### src/rtl/uart_pkg.sv
// uart_pkg: shared types and constants for the UART receive path.
//   UART_OVERSAMPLE - sample ticks per bit (16)
//   UART_DATA_BITS  - data bits per frame (8)
//   rx_state_t      - deserializer FSM states
//   hs_state_t      - register-file handshake FSM states
//   uart_div()      - clocks per sample tick, truncated
package uart_pkg;

    localparam int UART_OVERSAMPLE = 16;
    localparam int UART_DATA_BITS  = 8;

    typedef enum logic [2:0] {
        R_IDLE,
        R_START,
        R_DATA,
        R_STOP,
        R_DONE
    } rx_state_t;

    typedef enum logic [1:0] {
        H_IDLE,
        H_WRITE,
        H_PEND
    } hs_state_t;

    function automatic int unsigned uart_div(input int unsigned clk_freq,
                                             input int unsigned baud,
                                             input int unsigned oversample);
        return clk_freq / (baud * oversample);
    endfunction

endpackage

### src/rtl/uart_rx_core.sv
// uart_rx_core: rx pin synchronizer, oversampling tick generator and 8N1
// deserializer.
//   clk_i        system clock
//   rst_i        asynchronous active-low reset
//   rx_i         raw serial input (idle high)
//   rx_byte_o    assembled byte, valid while byte_valid_o is high
//   byte_valid_o one-cycle pulse: a frame with a good stop bit completed
//   frame_err_o  one-cycle pulse: stop bit sampled low
module uart_rx_core
    import uart_pkg::*;
#(
    parameter int unsigned CLK_FREQ   = 100_000_000,
    parameter int unsigned BAUD       = 115200,
    parameter int unsigned OVERSAMPLE = UART_OVERSAMPLE
) (
    input  logic       clk_i,
    input  logic       rst_i,
    input  logic       rx_i,
    output logic [7:0] rx_byte_o,
    output logic       byte_valid_o,
    output logic       frame_err_o
);

    localparam int unsigned DIV   = uart_div(CLK_FREQ, BAUD, OVERSAMPLE);
    localparam int          CNT_W = (DIV > 1) ? $clog2(DIV) : 1;
    localparam int          SC_W  = $clog2(OVERSAMPLE);
    localparam logic [CNT_W-1:0] DIV_LAST = CNT_W'(DIV - 1);
    localparam logic [SC_W-1:0]  SC_MID   = SC_W'(OVERSAMPLE / 2 - 1);
    localparam logic [SC_W-1:0]  SC_LAST  = SC_W'(OVERSAMPLE - 1);

    logic             rx_p0;
    logic             rx_p1;
    logic [CNT_W-1:0] div_cnt;
    logic             tick;
    logic [SC_W-1:0]  smp_cnt;
    logic [2:0]       bit_cnt;
    logic [7:0]       shreg;
    rx_state_t        state;

    // Sync stage: two flops, preset to the idle level so reset never looks
    // like a start bit.
    always_ff @(posedge clk_i or negedge rst_i) begin
        if (!rst_i) begin
            rx_p0 <= 1'b1;
            rx_p1 <= 1'b1;
        end else begin
            rx_p0 <= rx_i;
            rx_p1 <= rx_p0;
        end
    end

    // Tick stage: held at zero while idle so the first tick of a frame is
    // aligned to the detected falling edge.
    always_ff @(posedge clk_i or negedge rst_i) begin
        if (!rst_i) begin
            div_cnt <= '0;
        end else if (state == R_IDLE || div_cnt == DIV_LAST) begin
            div_cnt <= '0;
        end else begin
            div_cnt <= div_cnt + 1'b1;
        end
    end

    assign tick = (state != R_IDLE) && (div_cnt == DIV_LAST);

    // Frame stage
    always_ff @(posedge clk_i or negedge rst_i) begin
        if (!rst_i) begin
            state        <= R_IDLE;
            smp_cnt      <= '0;
            bit_cnt      <= '0;
            byte_valid_o <= 1'b0;
            frame_err_o  <= 1'b0;
        end else begin
            byte_valid_o <= 1'b0;
            frame_err_o  <= 1'b0;
            case (state)
                R_IDLE: begin
                    smp_cnt <= '0;
                    bit_cnt <= '0;
                    if (!rx_p1) state <= R_START;
                end
                R_START: if (tick) begin
                    // Mid start bit: re-check to reject glitches, then
                    // restart the count so data bits are sampled mid-bit.
                    if (smp_cnt == SC_MID) begin
                        smp_cnt <= '0;
                        state   <= rx_p1 ? R_IDLE : R_DATA;
                    end else begin
                        smp_cnt <= smp_cnt + 1'b1;
                    end
                end
                R_DATA: if (tick) begin
                    smp_cnt <= smp_cnt + 1'b1;
                    if (smp_cnt == SC_LAST) begin
                        bit_cnt <= bit_cnt + 1'b1;
                        if (bit_cnt == 3'd7) state <= R_STOP;
                    end
                end
                R_STOP: if (tick) begin
                    smp_cnt <= smp_cnt + 1'b1;
                    if (smp_cnt == SC_LAST) begin
                        if (rx_p1) begin
                            state        <= R_DONE;
                            byte_valid_o <= 1'b1;
                        end else begin
                            state       <= R_IDLE;
                            frame_err_o <= 1'b1;
                        end
                    end
                end
                R_DONE:  state <= R_IDLE;
                default: state <= R_IDLE;
            endcase
        end
    end

    // Data stage: LSB arrives first, so shift in from the top.
    always_ff @(posedge clk_i) begin
        if (state == R_DATA && tick && smp_cnt == SC_LAST) begin
            shreg <= {rx_p1, shreg[7:1]};
        end
    end

    assign rx_byte_o = shreg;

endmodule

### src/rtl/uart_rx_ctrl.sv
// uart_rx_ctrl: UART receive controller. Deserializes frames via
// uart_rx_core and hands each good byte to the register file.
//   clk_i        system clock
//   rst_i        asynchronous active-low reset
//   rx_i         serial input (idle high)
//   data_ctrl_i  control-register new-data bit read back
//   rx_data_o    last accepted byte (data-register write data)
//   we_data_o    data-register write strobe
//   data_ctrl_o  value written to the new-data bit
//   we_ctrl_o    control-register write strobe
//   frame_err_o  one-cycle pulse on a low stop bit
//   overrun_o    one-cycle pulse when a byte is dropped as still pending
module uart_rx_ctrl
    import uart_pkg::*;
#(
    parameter int unsigned CLK_FREQ   = 100_000_000,
    parameter int unsigned BAUD       = 115200,
    parameter int unsigned OVERSAMPLE = UART_OVERSAMPLE
) (
    input  logic       clk_i,
    input  logic       rst_i,
    input  logic       rx_i,
    input  logic       data_ctrl_i,
    output logic [7:0] rx_data_o,
    output logic       we_data_o,
    output logic       data_ctrl_o,
    output logic       we_ctrl_o,
    output logic       frame_err_o,
    output logic       overrun_o
);

    logic [7:0] core_byte;
    logic       byte_valid;
    hs_state_t  hs_state;

    uart_rx_core #(
        .CLK_FREQ  (CLK_FREQ),
        .BAUD      (BAUD),
        .OVERSAMPLE(OVERSAMPLE)
    ) u_core (
        .clk_i       (clk_i),
        .rst_i       (rst_i),
        .rx_i        (rx_i),
        .rx_byte_o   (core_byte),
        .byte_valid_o(byte_valid),
        .frame_err_o (frame_err_o)
    );

    // Handshake stage
    always_ff @(posedge clk_i or negedge rst_i) begin
        if (!rst_i) begin
            hs_state    <= H_IDLE;
            rx_data_o   <= 8'h00;
            we_data_o   <= 1'b0;
            data_ctrl_o <= 1'b0;
            we_ctrl_o   <= 1'b0;
            overrun_o   <= 1'b0;
        end else begin
            we_data_o   <= 1'b0;
            data_ctrl_o <= 1'b0;
            we_ctrl_o   <= 1'b0;
            // Any byte arriving while the last one is unread is dropped.
            overrun_o   <= byte_valid && (hs_state != H_IDLE);
            case (hs_state)
                H_IDLE: if (byte_valid) begin
                    rx_data_o <= core_byte;
                    hs_state  <= H_WRITE;
                end
                H_WRITE: begin
                    we_data_o   <= 1'b1;
                    data_ctrl_o <= 1'b1;
                    we_ctrl_o   <= 1'b1;
                    hs_state    <= H_PEND;
                end
                H_PEND: begin
                    // While the write strobe is out, the read-back bit has
                    // not yet picked up our own write; ignore it that cycle.
                    if (!data_ctrl_i && !we_ctrl_o) hs_state <= H_IDLE;
                end
                default: hs_state <= H_IDLE;
            endcase
        end
    end

endmodule
### config.mk
export PLATFORM = sky130hd
export DESIGN_NAME = uart_rx_ctrl
export DESIGN_NICKNAME = d
export VERILOG_FILES = /design/src/rtl/uart_pkg.sv /design/src/rtl/uart_rx_core.sv /design/src/rtl/uart_rx_ctrl.sv
export SDC_FILE = /design/constraint.sdc
export NUM_CORES = 1
export LEC_CHECK = 0
export ABC_CLOCK_PERIOD_IN_PS = 1500
export BUFFER_PORTS_ARGS = -buffer_cell sky130_fd_sc_hd__clkbuf_2
export CORE_MARGIN = 2
export CORE_UTILIZATION = 51
export DETAILED_ROUTE_END_ITERATION = 8
export PLACE_DENSITY_LB_ADDON = 0.08
export SLEW_MARGIN = 20
export SYNTH_ARGS = -nofsm -noshare
export SYNTH_HDL_FRONTEND = slang
export SYNTH_SLANG_ARGS = --single-unit
### constraint.sdc
create_clock -name clk_i -period 1.5 [get_ports clk_i]
set_input_delay 0.3 -clock clk_i [delete_from_list [all_inputs] [get_ports clk_i]]
set_output_delay 0.3 -clock clk_i [all_outputs]
set_load 0.005 [all_outputs]
==> results of run 1 <==
-- cell usage after synthesis (2+ instances only) --
library cell,n,share of area [%]
xnor2_1,3,1.5
xor2_1,2,1.0
nand4_1,2,0.73
dfstp_2,2,3.1
o21ai_0,3,0.88
dfrtp_1,30,44
o211ai_1,4,1.8
nor2_1,16,3.5
nor3b_1,2,0.88
buf_4,3,1.3
mux2_2,9,5.9
inv_1,4,0.88
ha_1,5,3.7
nand2_1,10,2.2
a31oi_1,2,0.73
nand4b_1,3,1.5
nand3_1,3,0.88
buf_2,2,0.58
edfxtp_1,8,14
-- through the flow --
stage	hold slack [ps]	cells	cell area (um2)
after global routing	19.09	210	2056
after detailed placement	268.4	199	1909
after global placement	256.7	199	1909
final	27.40	210	2056
after CTS	17.94	208	2014
after floorplan	4.409	133	1722
-- critical path, stage by stage (launching register included) --
cell and delay, ps:
dfrtp_1 410, inv_2 70, ha_4 140, nand4_4 150, o22ai_4 230, nand2b_4 80
a221o_1 290
-- per-layer routing --
layer / part of all wire, % / vias up / GRT usage, %
met5: 0 / - / 0
met3: 3.5 / 5 / 6.211
met4: 1.7 / 0 / 6.383
met2: 51 / 21 / 28.57
met1: 44 / 545 / 20.22
li1: - / 527 / -
-- registers in the layout, summed over array words and instances, names as in the netlist --
name,count
u_core.rx_p0,1
u_core.rx_byte_o,8
u_core.bit_cnt,3
u_core.frame_err_o,1
hs_state,2
u_core.div_cnt,6
u_core.rx_p1,1
we_ctrl_o,1
rx_data_o,8
u_core.byte_valid_o,1
u_core.state,3
u_core.smp_cnt,4
overrun_o,1
-- area by class of cell --
class | instances | area share (%)
well taps | 46 | 2.800
clock buffers | 6 | 2.009
repair buffers | 31 | 10.10
inverters | 4 | 0.7304
multi-input cells | 81 | 31.89
flip-flops and latches | 40 | 50.76
clock inverters | 2 | 1.704
-- path summary, 6_finish.rpt --
check                             startpoint                 to  cells past startpoint
max in group asynchronous              rst_i  u_core.smp_cnt[0]                      3
hold reg to reg                 u_core.rx_p0       u_core.rx_p1                      0
setup reg to reg           u_core.div_cnt[1]  u_core.smp_cnt[3]                      6
setup / recovery           u_core.div_cnt[1]  u_core.smp_cnt[3]                      6
hold / removal                          rx_i       u_core.rx_p0                      1
min in group asynchronous              rst_i        hs_state[1]                      2
-- repair_timing --
item | 4_1_cts | 5_1_grt
gates resized for setup | 2 | 7
buffers inserted | 0 | 2
setup endpoints to repair | 4 | 17
hold buffers | 1 | 0
pin swaps | 0 | 4
endpoints found under the hold margin | 14 | 0
-- cell families after synthesis --
group	count (synthesis)	synth area share, %
DFF	40	60.96
and+or+nand+nor	45	14.55
adders and majority gates	5	3.655
buffers and inverters	12	3.947
xor gates and xnor gates	5	2.559
AOI/OAI and AO/OA	16	7.822
muxes	10	6.506
-- placed cells by master (no fill, tap or decap), types with 2 or more instances in the layout --
cell,instances
dfrtp_1,30
nor2_1,16
clkbuf_2,16
buf_4,13
mux2_2,9
nand2_1,8
edfxtp_1,8
clkbuf_4,5
o211ai_1,4
nand3_1,3
xnor2_1,3
inv_1,3
nand4b_1,3
o21ai_0,3
ha_1,3
xor2_1,2
nand2_2,2
nor3_4,2
a31oi_1,2
nand4_1,2
dfstp_2,2
-- where the power goes --
part	switching (W)	total [W]	internal, W
Combinational	0.0000196	0.0000299	0.0000104
Sequential	0.00000191	0.00111	0.00111
Clock	0.000334	0.000683	0.000349
==> out/qor.txt, run 1 <==
CP max FO -> 4
CTS tree -> done
Pin count of the biggest net entering global routing -> 18
Die area -> 3835 um2
Tot Pwr -> 0.001825 W
PortBufs -> 16
Synthesized area -> 1712 um2
HP Class -> in -> reg
Total Nets Final -> 172
Starting DRT DRC Count -> 29
Slew Limit Fails -> 0
CTS Buf Count -> 5
Seq/Total Area, Yosys -> 60.96%
Placer Congestion -> 0.7429
Global Route Usage Sum -> 17.08%
Vias in the first global route -> 1057
Worst setup margin -> 43.29 ps
CP Data Required Time -> 1740 ps
Max IR drop VDD -> 0.6796 mV
First-pass GRT wire length -> 4636 um
Minimum clock period -> 1457 ps
WS Path Type -> reg -> reg
Lkg Pwr -> 0.9475 nW
Flop2flop setup slack -> 40 ps
Antenna diodes -> 0
Yosys warnings -> 0
Post-Route Setup TNS -> 0 ps
Core area -> 3284 um2
Die width -> 61.93 um
Syn_nets -> 142
Layout area overhead -> 20.10%
Avg Cell Area, Syn -> 12.87 um2
Worst clock skew -> 3.969 ps
Synth cell types -> 39
Max_cap viols -> 0
Worst slew margin -> 69.86%
Clock Path Buffers -> 2
Final antenna-violating net count -> 0
Layout cells sized above 1 -> 39.63%
IO Count -> 17
Worst Setup End Kind -> flip-flop
Aggregate global routing overflow -> 0
Register bit total from synthesis -> 40
Avg WL per Cell -> 13.34 um
Hold Fails Final Rpt -> 0
Fillers -> 273
Worst Tran Pin Value -> 452.2 ps
Die Y -> 61.93 um
Final setup fails -> 0
Reg area -> 1044 um2
Root Buffer Master -> clkbuf_4
Initial Utilization -> 52.11%
Via Count -> 1098
Final period util -> 97.11%
Clk slew on worst S/H paths -> 110 ps
DRC Markers -> 0
Clock Sinks -> 40
Post-DP HPWL -> 2021 um
Fmax -> 0.6865 GHz
PwrDens -> 887.6 nW/um2
Post-synth EDFFs -> 8
Most used DFF post-synth -> dfrtp_1
Util after Layout -> 62.59%
Startpoint Class -> flip-flop
WL final -> 2801 um
Rows -> 21
H-tree lvl count -> 2
Cells after synthesis -> 133
Vias/cell -> 5.229
Dpl ws -> -17.09 ps
Initial antenna violation count -> 0
Pre-antenna DRT Iters -> 4
Worst-Skew Late Latency -> 340 ps
RSZ-0062 raised after global routing -> true
Ys async rst share -> 80.00%
Area of the multi-input gates -> 655.6 um2
Crit path DAT -> 1690 ps
Status -> completed
Power figures use the tool's default switching activity.
==> run 2: changes to the inputs <==
--- a/config.mk
+++ b/config.mk
@@ -7,9 +7,12 @@
 export LEC_CHECK = 0
 export ABC_CLOCK_PERIOD_IN_PS = 1500
 export BUFFER_PORTS_ARGS = -buffer_cell sky130_fd_sc_hd__clkbuf_2
+export CELL_PAD_IN_SITES_DETAIL_PLACEMENT = 1
+export CELL_PAD_IN_SITES_GLOBAL_PLACEMENT = 2
 export CORE_MARGIN = 2
-export CORE_UTILIZATION = 51
+export CORE_UTILIZATION = 36
 export DETAILED_ROUTE_END_ITERATION = 8
+export HOLD_SLACK_MARGIN = 0.12
 export PLACE_DENSITY_LB_ADDON = 0.08
 export SLEW_MARGIN = 20
 export SYNTH_ARGS = -nofsm -noshare
==> run 2 against run 1 <==
  * Power up 1.1%
  * Non-clock buffer count up 5
  * Count of clock-buffer cells in the layout down 1
==> out/qor.txt, run 2 (synthesis gave the netlist of run 1 again) <==
CP max FO -> 4 (unchanged)
IO Count -> 17 (unchanged)
Max IR drop VDD -> 0.4731 mV (-30%)
CP delay by family, top -> compound AO/OA/AOI/OAI gates
Max incr delay on CP -> 390 ps (-20 ps)
Flop2flop setup slack -> 60 ps (+20 ps)
Layout area overhead -> 23.76%
WS Path Type -> reg -> reg
Crit-path slowest cell -> dfrtp_1
Net Switching -> 0.0003990 W (+12%)
Post-DP HPWL -> 2516 um (+24%)
Die width -> 72.96 um (+18%)
Clock Sinks -> 40 (unchanged)
PwrDens -> 870.5 nW/um2 (-1.9%)
Final cell count without fillers -> 223 (+6.2%)
Status -> completed
Worst Setup End Kind -> flip-flop
Avg WL per Cell -> 15.43 um (+16%)
Die Y -> 72.96 um (+18%)
Worst path cell trace -> inv_2 > ha_4 > nand4_4 > o22ai_4 > nand2b_4 > a221o_1
# placed instances -> 211 (+6.0%)
Pin count of the biggest net entering global routing -> 18 (unchanged)
Lkg Pwr -> 0.9867 nW (+4.1%)
Worst setup path start -> u_core.div_cnt[1]
Core area -> 4661 um2 (+42%)
RR Startpoint -> u_core.div_cnt[1]
Total Nets Final -> 177 (+2.9%)
Rows -> 25 (+19%)
RSZ-0062 raised after global routing -> true
DRC Markers -> 0 (unchanged)
Initial Utilization -> 36.72% (-15 points)
Fmax -> 0.6950 GHz (+1.2%)
Starting DRT DRC Count -> 29 (unchanged)
Met2 Use GR -> 26.87% (-1.7 points)
Global Route Usage Sum -> 14.89% (-2.2 points)
Sw Share -> 21.64% (+2.2 points)
Hold Crit Depth -> 3 (+2)
PortBufs -> 16 (unchanged)
Antenna diodes -> 0 (unchanged)
Worst-Skew Late Latency -> 290 ps (-50 ps)
Hold Fails Final Rpt -> 0 (unchanged)
Comb power frac -> 1.8% (+0.2 points)
Tot Pwr -> 0.001844 W (+1.1%)
Crit path DAT -> 1610 ps (-80 ps)
Startpoint Class -> flip-flop
Pint -> 0.001445 W (-1.6%)
HP Class -> in -> reg
Reg2reg end -> u_core.smp_cnt[3]
Slew Limit Fails -> 0 (unchanged)
Fillers -> 497 (+82%)
GR met3 Demand/Resource -> 4.696% (-1.5 points)
Initial antenna violation count -> 0 (unchanged)
WL final -> 3440 um (+23%)
Final period util -> 95.92% (-1.2 points)
Placer Congestion -> 0.7730 (+4.1%)
Critical path depth -> 6 (unchanged)
CP Data Required Time -> 1670 ps (-70 ps)
Minimum clock period -> 1439 ps (-17.86 ps)
Pre-antenna DRT Iters -> 3 (-1)
Flop pwr share -> 60.3% (-0.6 points)
CTS tree -> done
Worst Setup EP -> u_core.smp_cnt[3]
Met1 Track Usage GR -> 16.79% (-3.4 points)
First-pass GRT wire length -> 5968 um (+29%)
Vias in the first global route -> 1269 (+20%)
Aggregate global routing overflow -> 0 (unchanged)
Worst slew margin -> 70.88% (+1.0 points)
Worst R2R Path Depth -> 6 (unchanged)
Worst Tran Pin Value -> 436.8 ps (-15.38 ps)
Via Count -> 1145 (+4.3%)
Clock share of power -> 37.9% (+0.4 points)
H-tree lvl count -> 2 (unchanged)
Clock Path Buffers -> 2 (unchanged)
Vias/cell -> 5.135 (-1.8%)
Final setup fails -> 0 (unchanged)
Max_cap viols -> 0 (unchanged)
Buffers and inverters on the worst path -> 1 (unchanged)
Most frequent cells in the layout -> dfrtp_1 (30), nor2_1 (16), clkbuf_2 (16), buf_4 (16), mux2_2 (9)
Worst clock skew -> 3.172 ps (-0.7970 ps)
Most common cell after layout, fill and taps aside -> dfrtp_1
Die area -> 5322 um2 (+39%)
Layout cells sized above 1 -> 40.83% (+1.2 points)
Root Buffer Master -> clkbuf_8
GRT busiest layer -> met2
Clk slew on worst S/H paths -> 80 ps (-30 ps)
CTS Buf Count -> 5 (unchanged)
Final antenna-violating net count -> 0 (unchanged)
run 2: worst min-delay path: stages:
cell      delay [ps]
clkbuf_2          80
o211ai_1          80
o21ai_0           90
run 2: worst min-delay path by stage:
stage,from,endpoint
6_report,data_ctrl_i,hs_state[1]
5_1_grt,data_ctrl_i,hs_state[1]
4_1_cts,data_ctrl_i,hs_state[1]
3_5_place_dp,rst_i,rx_data_o[2]
3_3_place_gp,rst_i,rx_data_o[2]
2_1_floorplan,rst_i,hs_state[0]
run 2: layout make-up:
type                            instances  area, um2  share of cell area, %
Timing Repair Buffer                   36      251.5                  11.87
Clock buffer                            5      68.82                  3.249
Clock inverter                          3      18.77                 0.8860
Sequential cell                        40       1044                  49.26
Multi-Input combinational cell         81      653.1                  30.83
Tap cell                               54      67.56                  3.190
Inverter                                4      15.01                 0.7088
run 2: what timing repair did:
item | 4_1_cts | 5_1_grt
hold buffers | 2 | 0
pin swaps | 2 | 3
resized for setup | 4 | 6
endpoints found under the setup margin | 5 | 8
hold endpoints to repair | 16 | 0
setup buffers | 1 | 1
run 2: routing by layer:
layer / wire length (um) / part of all wire [%] / up-vias
li1: - / - / 537
met1: 1464 / 43 / 586
met2: 1834 / 53 / 20
met3: 116 / 3.4 / 2
met4: 25 / 0.73 / 0
met5: 0 / 0 / -
run 2: power groups by stage:
| stage | Clock, W | Combinational [W] | Sequential, W |
|---|---|---|---|
| 2_1_floorplan | 0 | 0.00000214 | 0.00113 |
| 3_5_place_dp | 0 | 0.0000321 | 0.00113 |
| 3_3_place_gp | 0 | 0.0000311 | 0.00113 |
| 6_report | 0.000699 | 0.0000338 | 0.00111 |
| 5_1_grt | 0.000776 | 0.0000388 | 0.00111 |
| 4_1_cts | 0.000732 | 0.0000361 | 0.00111 |
run 2: through the flow:
stage	utilization, %	hold slack (ps)	setup TNS, ps	instance area, um2	setup slack [ps]
after floorplan	-	4.409	-363.6	1722	-45.21
after global placement	41.83	260.5	0	1949	13.48
after detailed placement	41.83	266.1	-70.39	1949	-56.04
after CTS	44.89	296.0	0	2092	10.54
after global routing	45.45	303.8	-20.69	2118	-20.69
final	45.45	298.0	0	2118	61.15
